## src/rtl/ex_wb_stage.sv

```systemverilog
// Execute-to-writeback register stage: two-entry skid buffer carrying ALU results with zero/neg flags.
// One-cycle latency; in_ready/out_valid come from the state register only, so out_ready never reaches in_ready.
module ex_wb_stage #(
    parameter int DATA_W = 16,
    parameter int REG_W  = 3
) (
    input  logic              clk,
    input  logic              rst,
    input  logic              flush,
    input  logic              in_valid,
    output logic              in_ready,
    input  logic [DATA_W-1:0] in_data,
    input  logic [REG_W-1:0]  in_rd,
    input  logic              in_we,
    output logic              out_valid,
    input  logic              out_ready,
    output logic [DATA_W-1:0] out_data,
    output logic [REG_W-1:0]  out_rd,
    output logic              out_we,
    output logic              out_zero,
    output logic              out_neg,
    output logic [15:0]       stall_cnt
);

    typedef struct packed {
        logic [DATA_W-1:0] data;
        logic [REG_W-1:0]  rd;
        logic              we;
        logic              zero;
        logic              neg;
    } entry_t;

    typedef enum logic [1:0] {
        S_EMPTY = 2'd0,
        S_ONE   = 2'd1,
        S_FULL  = 2'd2
    } state_t;

    state_t r_state;
    state_t w_next_state;
    entry_t r_main;
    entry_t r_skid;
    entry_t w_in_entry;
    logic   w_accept;
    logic   w_pop;
    logic   w_load_main_in;
    logic   w_load_main_skid;
    logic   w_load_skid;

    // Flags are frozen at capture so writeback never recomputes them from the data path.
    assign w_in_entry = '{data: in_data,
                          rd:   in_rd,
                          we:   in_we,
                          zero: (in_data == '0),
                          neg:  in_data[DATA_W-1]};

    assign in_ready  = (r_state != S_FULL);
    assign out_valid = (r_state != S_EMPTY);
    assign w_accept  = in_valid && in_ready && !flush;
    assign w_pop     = out_valid && out_ready;

    always_comb begin
        w_next_state     = r_state;
        w_load_main_in   = 1'b0;
        w_load_main_skid = 1'b0;
        w_load_skid      = 1'b0;
        case (r_state)
            S_EMPTY: begin
                if (w_accept) begin
                    w_next_state   = S_ONE;
                    w_load_main_in = 1'b1;
                end
            end
            S_ONE: begin
                if (w_accept && !w_pop) begin
                    w_next_state = S_FULL;
                    w_load_skid  = 1'b1;
                end else if (w_pop && !w_accept) begin
                    w_next_state = S_EMPTY;
                end else if (w_accept && w_pop) begin
                    w_load_main_in = 1'b1;
                end
            end
            S_FULL: begin
                if (w_pop) begin
                    w_next_state     = S_ONE;
                    w_load_main_skid = 1'b1;
                end
            end
            default: w_next_state = S_EMPTY;
        endcase
        if (flush) begin
            w_next_state     = S_EMPTY;
            w_load_main_in   = 1'b0;
            w_load_main_skid = 1'b0;
            w_load_skid      = 1'b0;
        end
    end

    always_ff @(posedge clk or posedge rst) begin
        if (rst) begin
            r_state <= S_EMPTY;
            r_main  <= '0;
            r_skid  <= '0;
        end else begin
            r_state <= w_next_state;
            if (w_load_main_in) begin
                r_main <= w_in_entry;
            end else if (w_load_main_skid) begin
                r_main <= r_skid;
            end
            if (w_load_skid) begin
                r_skid <= w_in_entry;
            end
        end
    end

    always_ff @(posedge clk or posedge rst) begin
        if (rst) begin
            stall_cnt <= '0;
        end else if (out_valid && !out_ready && (stall_cnt != 16'hFFFF)) begin
            stall_cnt <= stall_cnt + 16'd1;
        end
    end

    assign out_data = r_main.data;
    assign out_rd   = r_main.rd;
    assign out_we   = r_main.we;
    assign out_zero = r_main.zero;
    assign out_neg  = r_main.neg;

endmodule

```

## config.mk

```make
export PLATFORM = sky130hd
export DESIGN_NAME = ex_wb_stage
export DESIGN_NICKNAME = d
export VERILOG_FILES = /design/src/rtl/ex_wb_stage.sv
export SDC_FILE = /design/constraint.sdc
export NUM_CORES = 1
export LEC_CHECK = 0
export CORE_ASPECT_RATIO = 0.7
export CORE_MARGIN = 4
export CORE_UTILIZATION = 45
export CTS_CLUSTER_SIZE = 20
export DETAILED_ROUTE_END_ITERATION = 6
export DONT_BUFFER_PORTS = 1
export PLACE_DENSITY = 0.65
export SLEW_MARGIN = 40
export SYNTH_ARGS = -nofsm -noshare
export SYNTH_HDL_FRONTEND = slang
export SYNTH_SLANG_ARGS = --single-unit
```

## constraint.sdc

```tcl
create_clock -name clk -period 5.5 [get_ports clk]
set_clock_uncertainty 0.05 [all_clocks]
set_input_delay 1.1 -clock clk [delete_from_list [all_inputs] [get_ports clk]]
set_output_delay 1.1 -clock clk [all_outputs]
set_load 0.01 [all_outputs]
```

==> summary.md <==
| Metric | Value |
|---|---|
| Status | `completed` |
| Maximum resistive drop on vdd | `between 0.15 and 0.2 mV` |
| Synthesized flop and latch total | `60` |
| Final Critical Period | `2.48 ns` |
| Die extent in y | `~73 um` |
| Clock sink count | `60` |
| Layout fillers | `509` |
| Number of buffers created by CTS | `9` |
| Total number of vias | `1692` |
| Post-synth EDFFs | `0` |
| Final setup fails | `0` |
| Antenna cells | `0` |
| Total number of nets in the final design | `about 240` |
| Most common cell in the netlist | `sky130_fd_sc_hd__dfrtp_1` |
| Post-placement cell area | `2790 sq um` |
| Achievable frequency | `about 400 MHz` |
| Mean routed wirelength per cell | `approximately 19 um` |
| Post-synthesis compound-gate area fraction | `between 9 and 10%` |
| Fraction of power consumed by sequential logic | `between 50% and 60%` |
| Max Slew Vio Count | `0` |
| Arrival time at the worst endpoint | `2.63 ns` |
| Buffers from clock root to sink, at most | `2` |
| Max-cap viol count | `0` |
| Basic-gate share of the synthesized area counting and, or, nand and nor cells | `18.3%` |
| Pin count of the biggest net entering global routing | `between 60 and 70` |
| Capture endpoint of the worst hold path | `r_skid[21]` |
| Top post-synthesis cells by area | `sky130_fd_sc_hd__dfrtp_1, sky130_fd_sc_hd__a221o_1, sky130_fd_sc_hd__mux2_2, sky130_fd_sc_hd__and2_1, sky130_fd_sc_hd__xor2_1` |
| Top fanout value on the critical path | `23` |
| Die footprint | `~7300 sq um` |
| Count of unique library cells instantiated by Yosys | `between 40 and 50` |
| Number of placed I/O pins | `between 60 and 70` |
| Net switching power figure | `306 uW` |
| CTS tree | `yes` |
| Most used standard cells in the synthesized netlist | `sky130_fd_sc_hd__dfrtp_1, sky130_fd_sc_hd__a221o_1, sky130_fd_sc_hd__and2_1, sky130_fd_sc_hd__mux2_2, sky130_fd_sc_hd__xor2_1` |
| Data required time of the worst path | `5.65 ns` |
| Hold-fix buffers, CTS | `0` |
| Post-route core utilization | `51.9%` |
| Antenna-violating nets left | `0` |
| Register clock-pin slew on the reported worst setup and hold paths | `0.06 ns` |
| Initial antenna violation count | `0` |
| GRT Overall Usage | `between 10% and 20%` |
| Largest family of logic cells by synthesized area | `simple AND/OR/NAND/NOR gates` |
| Total number of yosys warnings | `0` |
| Remaining max-slew budget at the tightest pin | `between 50% and 60%` |
| Drt first pass iters | `4` |
| Proportion of register bits with asynchronous set or reset after synthesis | `between 90% and 100%` |
| H-tree lvl count | `3` |
| Pre-CTS setup slack | `2.63 ns` |
| DR DRC count | `0` |
| Reg-to-Reg Start | `r_state[0]` |
| Final count of hold timing violations | `0` |
| Initial Util | `46.7%` |
| Yosys top cell by area | `sky130_fd_sc_hd__dfrtp_1` |
| Cell depth of the worst hold path | `1` |
| Reg-to-Reg End | `out_data[7]` |
| Logic gate share of total power | `about 11%` |
| Xor/xnor cell area share of the yosys netlist | `around 4.2%` |
| Worst hold-check path type | `register to register` |
| Area share of the largest cell type after synthesis | `between 50% and 60%` |
| Vias in the first global route | `1687` |
| Mean number of vias per cell | `between 5 and 6` |
| Multiplexer share of the synthesized area | `9.54%` |
| Internal | `869 uW` |
| Average cell area after synthesis | `12.9 sq um` |
| Proportion of total power due to net switching | `26.0%` |
| Number of buffers inserted by post-CTS setup repair | `0` |
| Dpl hpwl | `slightly below 4000 um` |
| Count of instances resized after the clock tree is built | `0` |
| Post-Route WL | `between 5000 and 6000 um` |
| Post-synthesis instance area | `about 2700 sq um` |
| Clk Latency, worst-skew pair | `between 0.3 and 0.4 ns` |
| Slack of the worst reg-to-reg path | `3.34 ns` |
| Portion of total power attributed to the clock network | `a little over a third` |
| Startpoint of the lowest-slack hold path | `r_skid[21]` |
| Setup Crit Path Kind | `input port to register` |
| Setup slack of the critical path after layout | `between 3 and 4 ns` |
| First DRT Iteration DRCs | `100` |
| Adder-cell share of the synthesized area | `less than 1%` |
| Setup repair after global routing missed its margin | `no` |
| Final Cell Area | `~3000 sq um` |
| Gate count of the mapped netlist | `210` |
| Chip width | `a little over 100 um` |
| Pwr/cell area | `392 nW/um^2` |
| Post-synth top flop | `sky130_fd_sc_hd__dfrtp_1` |
| Global route total overflow | `0` |
| Root buffer selected by CTS | `sky130_fd_sc_hd__clkbuf_8` |
| Share of the cycle needed by the critical path after routing | `45.1%` |
| Synthesized netlist net count | `approximately 240` |
| Layout area overhead | `11.1%` |
| Rows | `23` |
| Number of I/O port buffers | `0` |
| Part of the Yosys area used for sequential elements | `a little under three fifths` |
| First-pass GRT wire length | `about 9000 um` |
| Count of cells along the worst register-to-register path | `4` |
| Core area | `about 5800 sq um` |
| Share of post-route cells with drive strength above 1 | `a little over a fifth` |
| Setup TNS | `0 ns` |
| Static leakage | `around 1.4 nW` |
| Global placer's final weighted congestion | `0.752` |
| Kind of capture point of the worst setup path | `register` |
| Setup crit start kind | `input port` |
| Measured slew at the worst slew-check pin | `~0.66 ns` |
## flip-flops by register name, summed over array words and instances (netlist names)
register   count
out_data      16
stall_cnt     16
out_rd         3
r_state        2
r_skid        21
out_zero       1
out_we         1
## routing by layer
metal  share of wire, %  global-route usage, %  up-vias
met3                8.4                   7.93        2
met2                 44                   21.9       49
met4               0.43                   4.93        0
met1                 48                   24.0      842
met5                  0                      0        -
li1                   -                      -      799
## layout by cell type (no fill, tap or decap), types with 2 or more instances in the layout
master,n
sky130_fd_sc_hd__a31oi_1,2
sky130_fd_sc_hd__buf_4,3
sky130_fd_sc_hd__nand4_2,2
sky130_fd_sc_hd__nor3_1,5
sky130_fd_sc_hd__nor2b_1,4
sky130_fd_sc_hd__bufinv_16,2
sky130_fd_sc_hd__dfrtp_1,60
sky130_fd_sc_hd__a221o_1,20
sky130_fd_sc_hd__nor4_2,3
sky130_fd_sc_hd__nor4_1,6
sky130_fd_sc_hd__buf_6,2
sky130_fd_sc_hd__a21oi_1,2
sky130_fd_sc_hd__and2_1,20
sky130_fd_sc_hd__a211oi_1,2
sky130_fd_sc_hd__xor2_1,12
sky130_fd_sc_hd__nand2_1,9
sky130_fd_sc_hd__o21ai_0,2
sky130_fd_sc_hd__nor2_1,4
sky130_fd_sc_hd__mux2_2,15
sky130_fd_sc_hd__clkbuf_8,10
sky130_fd_sc_hd__clkbuf_1,2
sky130_fd_sc_hd__inv_1,2
sky130_fd_sc_hd__mux2_1,7
sky130_fd_sc_hd__nand3_1,4
## worst max-delay path by stage
stage / slack (ns) / from / to / depth (start not counted)
6_report: 3.02 / flush / out_data[7] / 4
5_1_grt: 2.87 / flush / out_data[3] / 4
4_1_cts: 2.99 / flush / out_data[7] / 4
3_5_place_dp: 2.63 / flush / out_data[7] / 4
3_3_place_gp: 2.59 / in_valid / r_skid[8] / 3
2_1_floorplan: 2.87 / rst / out_data[0] / 1
## power groups by stage
stage                     combinational [mW]  sequential, mW  clock [mW]
final                                  0.129           0.632       0.414
after global routing                   0.144           0.646       0.452
after CTS                              0.131           0.633       0.429
after detailed placement               0.131           0.640           0
after global placement                 0.126           0.636           0
after floorplan                        0.114           0.614           0
## stage by stage
stage,hold slack [ns],std cells,total power [mW]
3_3_place_gp,0.414,279,0.762
5_1_grt,0.455,295,1.24
6_report,0.433,295,1.18
2_1_floorplan,0.401,210,0.728
3_5_place_dp,0.422,281,0.771
4_1_cts,0.437,295,1.19
## critical path, stage by stage
cell	delay, ns
sky130_fd_sc_hd__and4bb_1	0.69
sky130_fd_sc_hd__nor2_1	0.27
sky130_fd_sc_hd__buf_4	0.26
sky130_fd_sc_hd__a221o_1	0.31
## final cells by class
class                      count  area (sq um)  share of cell area, %
timing repair buffer           5          45.0                   1.50
multi-input combinational    138          1140                   38.1
tap                           75          93.8                   3.13
inverter                       3          11.3                  0.375
clock inverter                 2          60.1                   2.00
sequential                    60          1500                   50.0
clock buffer                  12           145                   4.84
## logic make-up after synthesis
kind of cell	count (synthesis)
xor gates and xnor gates	13
adders and majority gates	1
DFF	60
AOI/OAI and AO/OA	30
buffers and inverters	12
muxes	23
and+or+nand+nor	71
Note: power is estimated with default switching activity, not from simulation.
